**src/rtl/v_noc_pkg.sv**
```systemverilog
// Shared types and widths for the v_sender traffic injector.
// ENABLE_TXN_ID adds a transaction id to each sent-flit record.
package v_noc_pkg;

  localparam int FLIT_LENGTH      = 256;
  localparam int FLIT_DATA_LENGTH = 64;
  localparam int VC_ID_NUM_MAX_W  = 2;
  localparam int NODE_ID_W        = 4;
  localparam int IO_PORT_W        = 3;
  localparam int V_SENDER_GAP_W   = 8;
  localparam int TXN_ID_W         = 8;

  typedef logic [FLIT_LENGTH-1:0] flit_payload_t;
  typedef logic [NODE_ID_W-1:0]   node_id_t;

  typedef enum logic [IO_PORT_W-1:0] {
    IO_N = 3'd0,
    IO_S = 3'd1,
    IO_E = 3'd2,
    IO_W = 3'd3,
    IO_L = 3'd4
  } io_port_t;

  typedef struct packed {
    node_id_t                    src_id;
    logic [FLIT_DATA_LENGTH-1:0] flit_data;
`ifdef ENABLE_TXN_ID
    logic [TXN_ID_W-1:0]         txn_id;
`endif
  } sender_info_t;

  localparam int SENDER_INFO_W = $bits(sender_info_t);

  // Round-robin pointer advance: one past the granted VC, wrapping at vc_num.
  function automatic logic [VC_ID_NUM_MAX_W-1:0] vc_next(
    input logic [VC_ID_NUM_MAX_W-1:0] idx,
    input int                         vc_num
  );
    return (int'(idx) >= vc_num - 1) ? '0 : idx + 1'b1;
  endfunction

endpackage

```
**src/rtl/v_sender_vc_rr_arb.sv**
```systemverilog
// N-way round-robin VC arbiter: grants the lowest requesting index at or
// above ptr, wrapping around to index 0. Purely combinational.
module v_sender_vc_rr_arb #(
  parameter int N     = 4,
  parameter int IDX_W = 2
) (
  input  logic [N-1:0]     req,
  input  logic [IDX_W-1:0] ptr,
  output logic [N-1:0]     grant_oh,
  output logic [IDX_W-1:0] grant_idx,
  output logic             grant_vld
);

  int cand;

  // Scan from ptr upward with wrap and keep the first requester found.
  always_comb begin
    grant_oh  = '0;
    grant_idx = '0;
    grant_vld = 1'b0;
    cand      = 0;
    for (int i = 0; i < N; i++) begin
      cand = int'(ptr) + i;
      if (cand >= N) cand = cand - N;
      if (!grant_vld && req[cand]) begin
        grant_vld      = 1'b1;
        grant_oh[cand] = 1'b1;
        grant_idx      = IDX_W'(cand);
      end
    end
  end

endmodule

```
**src/rtl/v_sender.sv**
```systemverilog
// Traffic injector for one router inport: takes flits from a generator,
// picks a VC with free credit round-robin, launches the flit registered one
// cycle later and logs it to the scoreboard. Credits come back from the DUT.
// Optional feature macro: V_SENDER_INJ_GAP_EN enables inj_gap_i throttling.
module v_sender
  import v_noc_pkg::*;
#(
  parameter  int VC_NUM   = 4,
  parameter  int VC_DEPTH = 2,
  localparam int CRD_W    = $clog2(VC_DEPTH + 1)
) (
  input  logic                       clk,
  input  logic                       rst,
  input  logic                       gen_vld_i,
  output logic                       gen_rdy_o,
  input  logic [FLIT_LENGTH-1:0]     gen_flit_i,
  input  logic [IO_PORT_W-1:0]       gen_look_ahead_routing_i,
  input  logic [VC_NUM-1:0]          gen_vc_mask_i,
  input  logic [V_SENDER_GAP_W-1:0]  inj_gap_i,
  output logic                       tx_flit_pend_o,
  output logic                       tx_flit_v_o,
  output logic [FLIT_LENGTH-1:0]     tx_flit_o,
  output logic [VC_ID_NUM_MAX_W-1:0] tx_flit_vc_id_o,
  output logic [IO_PORT_W-1:0]       tx_flit_look_ahead_routing_o,
  input  logic                       tx_lcrd_v_i,
  input  logic [VC_ID_NUM_MAX_W-1:0] tx_lcrd_id_i,
  output logic                       sent_vld_o,
  output logic [SENDER_INFO_W-1:0]   sent_o,
  input  logic                       sent_rdy_i,
  input  logic [NODE_ID_W-1:0]       node_id_i,
  output logic                       crd_err_o,
  output logic [31:0]                flits_sent_o
);

  localparam logic [CRD_W-1:0] CRD_MAX = CRD_W'(VC_DEPTH);

  logic [CRD_W-1:0]           crd [VC_NUM];
  logic [VC_NUM-1:0]          elig;
  logic [VC_NUM-1:0]          grant_oh;
  logic [VC_NUM-1:0]          consume;
  logic [VC_NUM-1:0]          ret_hit;
  logic [VC_NUM-1:0]          crd_ovf;
  logic [VC_ID_NUM_MAX_W-1:0] rr_ptr;
  logic [VC_ID_NUM_MAX_W-1:0] grant_idx;
  logic                       grant_vld;
  logic                       gap_ok;
  logic                       accept;
  logic                       id_bad;
  sender_info_t               info;

  // A VC is eligible when the flit may use it and it still holds a credit.
  always_comb begin
    elig = '0;
    for (int v = 0; v < VC_NUM; v++) begin
      elig[v] = gen_vc_mask_i[v] && (crd[v] != '0);
    end
  end

  v_sender_vc_rr_arb #(
    .N     (VC_NUM),
    .IDX_W (VC_ID_NUM_MAX_W)
  ) u_arb (
    .req       (elig),
    .ptr       (rr_ptr),
    .grant_oh  (grant_oh),
    .grant_idx (grant_idx),
    .grant_vld (grant_vld)
  );

  // Handshake: grant_vld is the OR of all eligible VCs.
  always_comb begin
    gen_rdy_o      = !rst && grant_vld && sent_rdy_i && gap_ok;
    accept         = gen_vld_i && gen_rdy_o;
    consume        = accept ? grant_oh : '0;
    tx_flit_pend_o = accept;
    sent_vld_o     = accept;
  end

  // Decode credit returns; a return that would push a VC past VC_DEPTH is
  // an overflow unless the same VC is being consumed this cycle.
  always_comb begin
    ret_hit = '0;
    crd_ovf = '0;
    id_bad  = tx_lcrd_v_i && (int'(tx_lcrd_id_i) >= VC_NUM);
    for (int v = 0; v < VC_NUM; v++) begin
      ret_hit[v] = tx_lcrd_v_i && (int'(tx_lcrd_id_i) == v);
      crd_ovf[v] = ret_hit[v] && !consume[v] && (crd[v] == CRD_MAX);
    end
  end

  // Per-VC credit counters; return and consume in one cycle cancel out.
  always_ff @(posedge clk) begin
    if (rst) begin
      for (int v = 0; v < VC_NUM; v++) crd[v] <= CRD_MAX;
    end else begin
      for (int v = 0; v < VC_NUM; v++) begin
        if (ret_hit[v] && !consume[v] && (crd[v] != CRD_MAX)) begin
          crd[v] <= crd[v] + 1'b1;
        end else if (consume[v] && !ret_hit[v]) begin
          crd[v] <= crd[v] - 1'b1;
        end
      end
    end
  end

  // Round-robin pointer moves just past each granted VC.
  always_ff @(posedge clk) begin
    if (rst) begin
      rr_ptr <= '0;
    end else if (accept) begin
      rr_ptr <= vc_next(grant_idx, VC_NUM);
    end
  end

  // Launch register: the accepted flit goes out on the following cycle.
  always_ff @(posedge clk) begin
    if (rst) begin
      tx_flit_v_o                  <= 1'b0;
      tx_flit_o                    <= '0;
      tx_flit_vc_id_o              <= '0;
      tx_flit_look_ahead_routing_o <= '0;
    end else begin
      tx_flit_v_o <= accept;
      if (accept) begin
        tx_flit_o                    <= gen_flit_i;
        tx_flit_vc_id_o              <= grant_idx;
        tx_flit_look_ahead_routing_o <= gen_look_ahead_routing_i;
      end
    end
  end

  // Sticky credit error plus a wrapping count of launched flits.
  always_ff @(posedge clk) begin
    if (rst) begin
      crd_err_o    <= 1'b0;
      flits_sent_o <= '0;
    end else begin
      if (id_bad || (|crd_ovf)) crd_err_o <= 1'b1;
      if (tx_flit_v_o) flits_sent_o <= flits_sent_o + 32'd1;
    end
  end

`ifdef ENABLE_TXN_ID
  logic [TXN_ID_W-1:0] txn_cnt;

  // Transaction ids number accepted flits in order.
  always_ff @(posedge clk) begin
    if (rst) begin
      txn_cnt <= '0;
    end else if (accept) begin
      txn_cnt <= txn_cnt + 1'b1;
    end
  end
`endif

  // Scoreboard record: source node and the top data field of the flit.
  always_comb begin
    info           = '0;
    info.src_id    = node_id_i;
    info.flit_data = gen_flit_i[FLIT_LENGTH-1 -: FLIT_DATA_LENGTH];
`ifdef ENABLE_TXN_ID
    info.txn_id    = txn_cnt;
`endif
    sent_o         = info;
  end

`ifdef V_SENDER_INJ_GAP_EN
  logic [V_SENDER_GAP_W-1:0] gap_cnt;

  // Idle-gap throttle: reload on each accept, count down to zero.
  always_ff @(posedge clk) begin
    if (rst) begin
      gap_cnt <= '0;
    end else if (accept) begin
      gap_cnt <= inj_gap_i;
    end else if (gap_cnt != '0) begin
      gap_cnt <= gap_cnt - 1'b1;
    end
  end

  assign gap_ok = (gap_cnt == '0);
`else
  logic unused_inj_gap;

  assign gap_ok         = 1'b1;
  assign unused_inj_gap = ^inj_gap_i;
`endif

endmodule

```
**config.mk**
```make
export PLATFORM = sky130hd
export DESIGN_NAME = v_sender
export DESIGN_NICKNAME = d
export VERILOG_FILES = /design/src/rtl/v_noc_pkg.sv /design/src/rtl/v_sender_vc_rr_arb.sv /design/src/rtl/v_sender.sv
export SDC_FILE = /design/constraint.sdc
export NUM_CORES = 1
export LEC_CHECK = 0
export BUFFER_PORTS_ARGS = -buffer_cell sky130_fd_sc_hd__buf_2
export CAP_MARGIN = 20
export CORE_AREA = 2 2 250 252
export CTS_CLUSTER_SIZE = 10
export DETAILED_ROUTE_END_ITERATION = 7
export DIE_AREA = 0 0 252 254
export PLACE_DENSITY = 0.51
export SLEW_MARGIN = 30
export SYNTH_ARGS = -nofsm -noshare
export SYNTH_HDL_FRONTEND = slang
export SYNTH_SLANG_ARGS = --single-unit
```
**constraint.sdc**
```tcl
create_clock -name clk -period 3.64 [get_ports clk]
set_clock_uncertainty 0.1 [all_clocks]
set_input_delay 0.182 -clock clk [delete_from_list [all_inputs] [get_ports clk]]
set_output_delay 0.182 -clock clk [all_outputs]
set_load 0.1 [all_outputs]
```
After elaboration in Yosys (flattened, before gate mapping)

Memories as Yosys holds them, arrays and structs flattened.
Cells that the tools add are included.

RAM bits: 8
Output and inout bits: 366
Word-level logic and storage cells: 188
Memories: 1
Bits of input ports: 282
Bits in registers: 297

Memory list:

| memory | words | bits a word | read ports | clocked after Yosys merged registers in | wr ports | line           | RTL |
|---|---|---|---|---|---|---|---|
| crd    | 4     | 2           | 4          | 0                                       | 4        | v_sender.sv:37 | `logic [CRD_W-1:0] crd [VC_NUM];` |

Add/subtract/negate cells: 17
Eq/ne operators: 11
Bitwise logic cells: 11
Reduce and logical (&&, ||, !) cells: 52
Muxes and demuxes: 76
Order comparisons: 13

Operators by type and width:

| cell                                                        | number |
|---|---|
| >= comparator 32 x 1 -> 1 bit, second input constant        | 4 |
| less-than comparator 32 x 4 -> 1 bit, second input constant | 4 |
| 2-to-1 mux 32 bit                                           | 4 |
| >= comparator 32 x 4 -> 1 bit, second input constant        | 3 |
| subtractor 32 x 4 -> 32 bit, second input constant          | 3 |
| 2-to-1 mux 1 bit                                            | 46 |
| logical AND 1 bit                                           | 34 |
| adder 32 x 1 -> 32 bit, second input constant               | 1 |
| 2-to-1 mux 2 bit                                            | 13 |
| 2-to-1 mux 4 bit                                            | 5 |
| == test 2 bit, second input constant                        | 6 |
| logical NOT 1 bit                                           | 12 |
| bitwise OR 4 bit                                            | 3 |
| adder 2 x 1 -> 2 bit, second input constant                 | 5 |
| binary-select mux 1 bit (select 2 bit)                      | 4 |
| demux 1 bit (select 2 bit)                                  | 4 |
| != test 2 bit, second input constant                        | 4 |
| bitwise OR 1 bit                                            | 8 |
| nonzero test 2 bit                                          | 4 |
| subtractor 2 x 1 -> 2 bit, second input constant            | 4 |
| adder 2 x 2 -> 3 bit, second input constant                 | 2 |
| OR reduction 4 bit                                          | 1 |
| subtractor 2 x 3 -> 4 bit, second input constant            | 1 |
| adder 2 x 1 -> 3 bit, second input constant                 | 1 |
| other kinds (4)                                             | 4 |

Depth between registers and ports, before layout

Gate-level depths: netlist of run 1.
An unclocked memory read counts as a cell.

Depth in word-level cells: 28
Mapped depth: 11
Depth with buffers taken out: 10

Modules after synthesis

Synthesis of run 1 repeated with hierarchy kept, for this count alone.

Cells, all modules: 1505
Area total of the unflattened synthesis: 12736.0 um^2

Modules (own cells, without submodules):

| module             | cells each | area each (um^2) | sequential area each (um^2) | instances |
|---|---|---|---|---|
| v_sender           | 1457       | 12275.5          | 6185.9                      | 1 |
| v_sender_vc_rr_arb | 48         | 460.4            | 0.0                         | 1 |

Least setup slack after synthesis of run 1

OpenSTA, ideal clock, no wires.

Path kind: register to output
Start point: memory crd[3][0] in the netlist's numbering
End point: output tx_flit_pend_o
Cell stages (with the launch flop): 10
Slack: -1.559 ns
Path buffers: 3
Data required time: 3.358 ns
Arrival: 4.917 ns
Cells stage by stage: edfxtp_1 -> inv_1 -> ha_1 -> nand2b_1 -> a41oi_1 -> nand2_1 -> inv_2 -> clkbuf_1 -> clkbuf_1 -> buf_4

RTL lines:

| element         | line           | RTL |
|---|---|---|
| start, declared | v_sender.sv:37 |  |
| end, declared   | v_sender.sv:20 | `output logic tx_flit_pend_o,` |

==> results_dict.tcl, run 1 <==
set metrics [dict create \
    status "finished, final reports clean" \
    async_reset_ff_frac 0 \
    worst_setup_path_start_kind "flip-flop" \
    syn2layout_area_growth_pct 63.4 \
    synth_top_family_by_area "simple AND/OR/NAND/NOR gates" \
    end_kind "flip-flop" \
    ir_drop_mv 0.327 \
    io-pin-count 648 \
    h-tree-depth 2 \
    layout-drive-gt1-share 0.302 \
    antenna_found_initial 1 \
    cap_violations 0 \
    crit_start "rr_ptr[1]" \
    clock_sinks 305 \
    die-area_um2 64000 \
    worst_slew_margin_rel 0.412 \
    r2r_slack_ns 0.41 \
    cp_max_fo 10 \
    wl_per_cell_um 13.8 \
    stdcell_area_um2 19600 \
    final.setup.tns_ns 0 \
    die_w_um 252 \
    fin_crit_sh 0.889 \
    synth_adder_area_share 0.0125 \
    synthCells 1503 \
    muxShareOfSynthArea 0.0109 \
    num_antenna_cells 0 \
    synth_compound_area_frac 0.138 \
    synth_cell_type_count 53 \
    wl_um 43200 \
    num_vias 13100 \
    min_from "tx_lcrd_v_i" \
    io_buffer_count 631 \
    finish.net_count 2609 \
    std_cell_rows 91 \
    route.detailed.drc 0 \
    leakage_uw 0.00869 \
    path_class "flip-flop to flip-flop" \
    synth_edf_count 8 \
    power_density_nw_per_um2 461 \
    syn-num-nets 1797 \
    viasPerCell 4.20 \
    core_area_um2 61300 \
    required_ns 3.83 \
    synth_xor_area_frac 0.0227 \
    clockBufferDepth 3 \
    dieHeight_um 254 \
    grt_pass1_wl_um 65500 \
    clk_pin_slew_ns 0.05 \
    hold_viol 0 \
    synth_seq_cells 305 \
    cts_tree "done" \
    cts_buffers 39 \
    yosys_warnings 0 \
    hold_class "primary input to flip-flop" \
    overflow 0 \
    post_synth_and_or_nand_nor_area_fraction 0.222 \
    dp_hpwl_um 28500 \
    rsz0062_at_grt "false" \
    place.gp.congestion 0.883 \
    first_pass_iters 5 \
    cts_root_buffer "clkbuf_16" \
    power_uw 9020 \
    synth_seq_area_share 0.516 \
    worstMarginPinSlew_ns 0.881 \
    slew_violations 0 \
    fmax_mhz 309 \
    synth_flop_cell "dfxtp_1" \
    setup_violations 0 \
    antenna_left 0 \
    start_util 0.196 \
    synth.avg_cell_area_um2 7.97 \
    crit_arrival_ns 3.42 \
    layout_min_cycle_time_ns 3.23 \
    rr_startpoint "rr_ptr[1]" \
    grt_max_degree 161 \
    syn_area_um2 12000 \
    drt_iter0_markers 744 \
    clk_latency_ns 0.53 \
    grtUsageTotal 0.125 \
    post_cts_buffers 0 \
    placed_cell_area_um2 15400 \
    grt_pass1_vias 12700 \
]
[where the power goes]
group | internal [µW] | switching, µW | total [µW] | leakage, µW
sequential | 3460 | 53.2 | 3510 | 0.00248
combinational | 506 | 1410 | 1910 | 0.00564
clock | 2160 | 1440 | 3590 | 0.000571
total | 6120 | 2900 | 9020 | 0.00869
[kinds of logic after synthesis]
| group | count (synthesis) |
|---|---|
| AND/OR/NAND/NOR | 659 |
| flip-flops | 305 |
| adder cells (fa/ha/maj) | 12 |
| AO/OA/AOI/OAI | 310 |
| buffers and inverters | 178 |
| multiplexers | 8 |
| XOR/XNOR | 31 |
[cell type report]
type	instances	area, µm²
fill	6422	41700
timing repair buffer	937	6300
sequential	305	6190
multi-input combinational	1020	4890
clock buffer	57	1150
tap	790	988
inverter	12	52.6
clock inverter	3	18.8
[flip-flops by register name, summed over array words and instances (netlist names)]
name and count:
tx_flit_vc_id_o 2, tx_flit_o 256, flits_sent_o 32, tx_flit_v_o 1
crd_err_o 1, crd 8, rr_ptr 2, tx_flit_look_ahead_routing_o 3
[final timing paths]
check	depth (start not counted)	endpoint
setup / recovery	7	crd[3][1]
setup reg to reg	7	crd[3][1]
hold reg to reg	2	tx_flit_o[217]
hold / removal	5	crd[2][1]
[cell usage after synthesis, types with 2 or more instances]
library cell,count,area share
nand2_1,541,0.17
dfxtp_1,297,0.50
a21oi_1,272,0.11
clkbuf_1,86,0.027
buf_4,70,0.044
nor2_1,40,0.013
nand3_1,20,0.0084
xor2_1,20,0.015
ha_1,12,0.013
xnor2_1,11,0.0080
inv_1,10,0.0031
and3_1,9,0.0047
edfxtp_1,8,0.020
nand4_1,8,0.0042
o21ai_0,8,0.0033
or3_1,8,0.0042
buf_2,7,0.0029
nand2b_1,6,0.0031
nor3_1,6,0.0025
a21o_1,4,0.0025
mux2i_1,4,0.0033
mux4_2,4,0.0075
nor2b_1,4,0.0021
nor4_1,4,0.0021
o21ai_1,4,0.0017
buf_1,3,0.00094
a221oi_1,2,0.0015
a221oi_2,2,0.0025
a41oi_1,2,0.0015
and2_1,2,0.0010
and4_1,2,0.0015
inv_2,2,0.00063
o21a_1,2,0.0013
o31ai_1,2,0.0013
or2_2,2,0.0010
or3b_1,2,0.0015
[metrics by stage]
stage / worst slack [ns] / utilization / instances / hold WS (ns)
finish: 0.405 / 0.320 / 3124 / 0.0574
CTS: 0.490 / 0.320 / 3124 / 0.00349
global placement: 0.583 / 0.252 / 2767 / 0.265
floorplan: 0.149 / - / 1503 / 0.218
detailed placement: 0.502 / 0.252 / 2767 / 0.265
global route: 0.292 / 0.320 / 3124 / 0.0673
[timing repair]
item / CTS / global route
gates resized for setup: 0 / 0
hold buffers: 297 / 0
hold endpoints to repair: 293 / 0
[per-layer routing]
layer | global-route usage | up-vias | share of wire
met5 | 0 | - | 0.00030
met4 | 0.0548 | 2 | 0.039
met3 | 0.0304 | 113 | 0.065
met2 | 0.223 | 481 | 0.50
met1 | 0.139 | 6072 | 0.40
li1 | - | 6456 | -
[worst max-delay path, cell delays in order, from the launching register on]
cell and delay [ns]:
dfxtp_1 0.48, inv_1 0.19, ha_1 0.50, mux4_2 0.45
a221oi_2 0.36, o32ai_1 0.23, or4_1 0.50, a21o_1 0.19
[cell usage in the layout (no fill, tap or decap), types with 4 or more instances in the layout]
cell,netlist,layout
mux4_2,4,4
dfxtp_1,297,297
clkbuf_16,0,42
clkbuf_8,0,4
nand2_1,541,540
and3_1,9,9
a21o_1,4,4
nand2b_1,6,6
nor3_1,6,6
clkbuf_1,86,11
dlygate4sd3_1,0,297
o21ai_1,4,4
ha_1,12,12
xor2_1,20,20
nand3_1,20,20
buf_2,7,628
nor2_1,40,40
edfxtp_1,8,8
mux2i_1,4,4
nor4_1,4,4
nand4_1,8,8
buf_12,0,7
a21oi_1,272,272
or3_1,8,8
xnor2_1,11,11
buf_4,70,4
nor2b_1,4,4
inv_1,10,10
o21ai_0,8,8
No activity file was read; power rests on OpenSTA's default activity.
==> run 2, diff against run 1 <==
--- a/config.mk
+++ b/config.mk
@@ -12,6 +12,7 @@
 export DETAILED_ROUTE_END_ITERATION = 7
 export DIE_AREA = 0 0 252 254
 export PLACE_DENSITY = 0.51
+export REMOVE_ABC_BUFFERS = 1
 export SLEW_MARGIN = 30
 export SYNTH_ARGS = -nofsm -noshare
 export SYNTH_HDL_FRONTEND = slang
==> run 2 against run 1 <==
  * Global-route usage increased by 0.24 points
  * Worst hold slack gained 0.045 ns
  * Critical endpoint is now crd[3][0]
  * Register-to-register slack got worse by 0.03 ns
  * Power increased by 0.51%
==> results_dict.tcl, run 2 (synthesized netlist as in run 1, its figures left out) <==
set metrics [dict create \
    status "finished, final reports clean" \
    final_util 0.316 \
    path_common_cell "nand2b_1" \
    die-area_um2 64000 \
    hold_class "primary input to flip-flop" \
    overflow 0 \
    setup_violations 0 \
    cap_violations 0 \
    slew_violations 0 \
    grt_max_degree 137 \
    fin_crit_sh 0.897 \
    regMostFlops "tx_flit_o" \
    top_regs "tx_flit_o (256), flits_sent_o (32), crd (8)" \
    clk_latency_ns 0.54 \
    slowest_delay_ns 0.51 \
    hold_viol 0 \
    std_cell_rows 91 \
    grtUsageTotal 0.127 \
    place.gp.congestion 0.820 \
    worstMarginPinSlew_ns 0.941 \
    cp_max_fo 10 \
    num_antenna_cells 0 \
    largest_reg_flops 256 \
    layout_commonest_cell "buf_2" \
    ir_drop_mv 0.261 \
    fmax_mhz 306 \
    wl_per_cell_um 14.1 \
    cts_tree "done" \
    rr_startpoint "rr_ptr[1]" \
    worst-path-stages 9 \
    dieHeight_um 254 \
    core_area_um2 61300 \
    rsz0062_at_grt "false" \
    cts_root_buffer "clkbuf_16" \
    first_pass_iters 5 \
    power_uw 9060 \
    r2r_slack_ns 0.37 \
    power_density_nw_per_um2 468 \
    mostFrequentLayoutCells "628 x buf_2, 540 x nand2_1, 297 x dfxtp_1" \
    cts_buffers 39 \
    grt_pass1_vias 12800 \
    h-tree-depth 2 \
    clock_sinks 305 \
    required_ns 3.82 \
    final.setup.tns_ns 0 \
    fill_cells 6418 \
    io_buffer_count 631 \
    crit_path_end "crd[3][0]" \
    end_kind "flip-flop" \
    cp_top_family "simple AND/OR/NAND/NOR gates" \
    start_util 0.196 \
    r2r_cells 9 \
    die_w_um 252 \
    post_cts_buffers 0 \
    path_class "flip-flop to flip-flop" \
    critical_path.cell_chain "inv_1 > ha_1 > nand2b_1 > nor4_1 > o31ai_1 > and2_1 > o32ai_1 > mux2i_1 > nand2b_1" \
    crit_arrival_ns 3.45 \
    drt_iter0_markers 669 \
    syn2layout_area_growth_pct 61.5 \
    worst_setup_path_start_kind "flip-flop" \
    antenna_found_initial 1 \
    layout_min_cycle_time_ns 3.27 \
    viasPerCell 4.20 \
    worst_hold_slack_ns 0.102 \
    finish.net_count 2589 \
    io-pin-count 648 \
    leakage_uw 0.00855 \
    worst-path-buf-inv 1 \
    clockBufferDepth 3 \
    antenna_left 0 \
    worst_slew_margin_rel 0.372 \
    num_vias 13000 \
    dp_hpwl_um 29000 \
    crit_start "rr_ptr[1]" \
    route.detailed.drc 0 \
    r2r_end "crd[3][0]" \
    cp_slowest_cell "o32ai_1" \
    clk_pin_slew_ns 0.06 \
    grt_pass1_wl_um 66200 \
    layout-drive-gt1-share 0.306 \
    cts_resized 0 \
    wl_um 43800 \
]
run 2: metrics by stage:
stage               cells  area, µm²  setup slack [ns]
global route         3102      19400             0.155
CTS                  3102      19400             0.428
floorplan            1337      11100             -9.73
finish               3102      19400             0.375
global placement     2770      15400             0.550
detailed placement   2770      15400             0.446
run 2: repair_timing:
action / 4_1_cts / 5_1_grt
hold buffers: 274 / 0
setup endpoints to repair: 0 / 0
hold endpoints to repair: 269 / 0
run 2: layout make-up:
| type | count | area (µm²) | area share |
|---|---|---|---|
| inverter | 12 | 52.6 | 0.00272 |
| clock buffer | 52 | 1100 | 0.0567 |
| timing repair buffer | 917 | 6080 | 0.314 |
| tap | 790 | 988 | 0.0511 |
| multi-input combinational | 1020 | 4870 | 0.251 |
| sequential | 305 | 6190 | 0.320 |
| clock inverter | 6 | 82.6 | 0.00427 |
run 2: worst register-to-register path: stages (launching register included):
cell and delay, ns:
dfxtp_1 0.50, inv_1 0.20, ha_1 0.50, nand2b_1 0.15, nor4_1 0.22, o31ai_1 0.14
and2_1 0.22, o32ai_1 0.51, mux2i_1 0.35, nand2b_1 0.13
run 2: worst min-delay path by stage:
stage,startpoint,to,depth (start not counted)
after floorplan,rst,flits_sent_o[24],1
after global placement,node_id_i[0],sent_o[64],0
after detailed placement,node_id_i[0],sent_o[64],0
after CTS,tx_lcrd_v_i,crd_err_o,5
after global routing,tx_lcrd_v_i,crd_err_o,5
final,tx_lcrd_v_i,crd_err_o,5
run 2: power breakdown:
group	switching (µW)	internal, µW	total, µW
clock	1420	2220	3650
sequential	54.0	3460	3510
combinational	1410	496	1910
run 2: layer usage:
metal  global-route usage  up-vias  routed length [µm]
li1                     -     6417                   -
met1                0.139     6062               17400
met2                0.230      468               21900
met3               0.0362       89                3080
met4               0.0516        2                1440
met5                    0        -                  13
==> run 3, diff against run 2 <==
--- a/config.mk
+++ b/config.mk
@@ -5,12 +5,13 @@
 export SDC_FILE = /design/constraint.sdc
 export NUM_CORES = 1
 export LEC_CHECK = 0
+export ABC_AREA = 1
 export BUFFER_PORTS_ARGS = -buffer_cell sky130_fd_sc_hd__buf_2
 export CAP_MARGIN = 20
-export CORE_AREA = 2 2 250 252
+export CORE_AREA = 2 2 254 256
 export CTS_CLUSTER_SIZE = 10
 export DETAILED_ROUTE_END_ITERATION = 7
-export DIE_AREA = 0 0 252 254
+export DIE_AREA = 0 0 256 258
 export PLACE_DENSITY = 0.51
 export REMOVE_ABC_BUFFERS = 1
 export SLEW_MARGIN = 30
==> run 3 against run 2 <==
  * Register-to-register slack better by 0.27 ns
  * Critical path depth is 1 higher
  * Critical endpoint is now sent_vld_o
  * Via count is 0.56% higher
  * Critical path type is now flip-flop to output pin
  * Power up 10%
  * Sequential share of layout area shrank 0.27 points
  * Cell area increased by 0.87%
  * First-iteration DRC count fell by 13%
  * Largest power group unchanged
  * Sequential power increased by 3%
  * Clock power is essentially flat
==> results_dict.tcl, run 3 <==
set metrics [dict create \
    worstMarginPinSlew_ns 0.629 \
    mostFrequentLayoutCells "629 x buf_2, 582 x nor2_1, 297 x dfxtp_1" \
    std_cell_rows 93 \
    die-area_um2 66000 \
    hold_viol 0 \
    hold_depth 3 \
    yosysMostFrequentCell "nor2_1" \
    setup_violations 0 \
    power_density_nw_per_um2 513 \
    slew_violations 0 \
    first_pass_iters 4 \
    fin_crit_sh 0.926 \
    finish.net_count 2695 \
    cp_max_fo 111 \
    leakage_uw 0.00969 \
    grt_pass1_wl_um 67900 \
    crit_path_end "sent_vld_o" \
    h-tree-depth 2 \
    crit_arrival_ns 3.09 \
    ir_drop_mv 0.333 \
    synth_adder_area_share 0.0122 \
    cap_violations 0 \
    crit_start "rr_ptr[1]" \
    slowest_delay_ns 0.54 \
    rr_startpoint "rr_ptr[1]" \
    worst_slew_margin_rel 0.581 \
    place.gp.congestion 0.807 \
    dieHeight_um 258 \
    required_ns 3.36 \
    synth_flop_cell "dfxtp_1" \
    synth_edf_count 8 \
    grt_max_degree 125 \
    core_area_um2 63600 \
    dp_hpwl_um 28600 \
    largest_reg_flops 256 \
    fmax_mhz 297 \
    clock_sinks 305 \
    drt_iter0_markers 580 \
    yosys.area.top_type "dfxtp_1" \
    synth_compound_area_frac 0.129 \
    post_cts_buffers 0 \
    viasPerCell 4.01 \
    die_w_um 256 \
    end_kind "output pin" \
    antenna_found_initial 1 \
    hold_class "primary input to flip-flop" \
    synth_xor_area_frac 0.00780 \
    overflow 0 \
    worst_hold_slack_ns 0.0487 \
    route.detailed.drc 0 \
    yosysTopAreaCellShare 0.481 \
    layout_commonest_cell "buf_2" \
    muxShareOfSynthArea 0.000810 \
    synth_top_family_by_area "simple AND/OR/NAND/NOR gates" \
    wl_um 43500 \
    worst-path-buf-inv 4 \
    layout-drive-gt1-share 0.298 \
    num_antenna_cells 0 \
    cts_resized 0 \
    async_reset_ff_frac 0 \
    worst-path-stages 10 \
    regMostFlops "tx_flit_o" \
    status "finished, final reports clean" \
    num_vias 13100 \
    cts_tree "done" \
    r2r_slack_ns 0.64 \
    io-pin-count 648 \
    critical_path.cell_chain "inv_1 > ha_1 > inv_1 > nand3_1 > nand2_1 > nand4_2 > nand2_2 > nor2_4 > buf_12 > buf_12" \
    r2r_cells 14 \
    worst_setup_path_start_kind "flip-flop" \
    start_util 0.194 \
    clk_latency_ns 0.55 \
    stdcell_area_um2 19500 \
    clk_pin_slew_ns 0.06 \
    syn_area_um2 12400 \
    top_regs "tx_flit_o (256), flits_sent_o (32), crd (8)" \
    rsz0062_at_grt "false" \
    io_buffer_count 631 \
    wl_per_cell_um 13.3 \
    clockBufferDepth 3 \
    grt_pass1_vias 13000 \
    path_class "flip-flop to output pin" \
    cp_slowest_cell "dfxtp_1" \
    synth_seq_cells 305 \
    synth_cell_type_count 36 \
    layout_min_cycle_time_ns 3.37 \
    cts_buffers 39 \
    synth_common_cells "582 x nor2_1, 297 x dfxtp_1, 251 x o21ai_0" \
    post_synth_and_or_nand_nor_area_fraction 0.240 \
    syn2layout_area_growth_pct 58.0 \
    cp_top_family "buffers and inverters" \
    synth_area_leaders "dfxtp_1 48%, nor2_1 18%, o21ai_0 10%" \
    cts_root_buffer "clkbuf_16" \
    r2r_end "crd_err_o" \
    grtUsageTotal 0.124 \
    yosys_warnings 0 \
    antenna_left 0 \
    synth_seq_area_share 0.501 \
    synth.avg_cell_area_um2 7.67 \
    synthCells 1610 \
    placed_cell_area_um2 15700 \
]
run 3: logic make-up (layout without fill, tap and decap cells):
group,Yosys count,after routing
and+or+nand+nor,741,741
AOI/OAI and AO/OA,315,315
DFF,305,305
buffers and inverters,225,1033
adders and majority gates,12,12
xor gates and xnor gates,11,11
muxes,1,1
run 3: tightest hold or removal path: cells and delay by family:
kind          cells  cell delay (ns)
buf+inv           2             0.36
simple gates      1             0.12
run 3: through the flow:
step	utilization	total power [µW]	TNS, ns	setup slack, ns	instances
5_1_grt	0.307	10400	0	0.0352	3273
6_report	0.307	10000	0	0.268	3273
4_1_cts	0.307	10200	0	0.199	3273
3_5_place_dp	0.247	6190	0	0.788	2952
3_3_place_gp	0.247	6200	0	0.793	2952
2_1_floorplan	-	5380	-1238.70	-4.84	1450
run 3: area by class of cell:
class / instances / area, µm²
Clock buffer: 49 / 1060
Multi-Input combinational cell: 1080 / 4820
Fill cell: 6792 / 44100
Sequential cell: 305 / 6190
Timing Repair Buffer: 910 / 6020
Tap cell: 855 / 1070
Inverter: 65 / 259
Clock inverter: 9 / 106
run 3: per-layer routing:
layer	vias to the layer above	part of all wire	track usage
met3	95	0.070	0.0379
li1	6645	-	-
met5	-	0.00028	0
met1	5916	0.40	0.139
met2	453	0.50	0.220
met4	2	0.036	0.0500
run 3: report_power, final:
part           switching [µW]  internal, µW
clock network            1470          2190
logic                    2130           588
registers                86.7          3540
total                    3700          6320
run 3: worst min path at each step:
stage	from	to	slack, ns
3_3_place_gp	node_id_i[0]	sent_o[64]	0.26
6_report	rst	flits_sent_o[0]	0.05
3_5_place_dp	node_id_i[0]	sent_o[64]	0.26
4_1_cts	rst	flits_sent_o[0]	0.02
5_1_grt	rst	flits_sent_o[0]	0.02
2_1_floorplan	rst	rr_ptr[0]	0.15
run 3: timing repair:
item,4_1_cts,5_1_grt
hold buffers,263,0
setup endpoints to repair,0,0
endpoints found under the hold margin,262,0
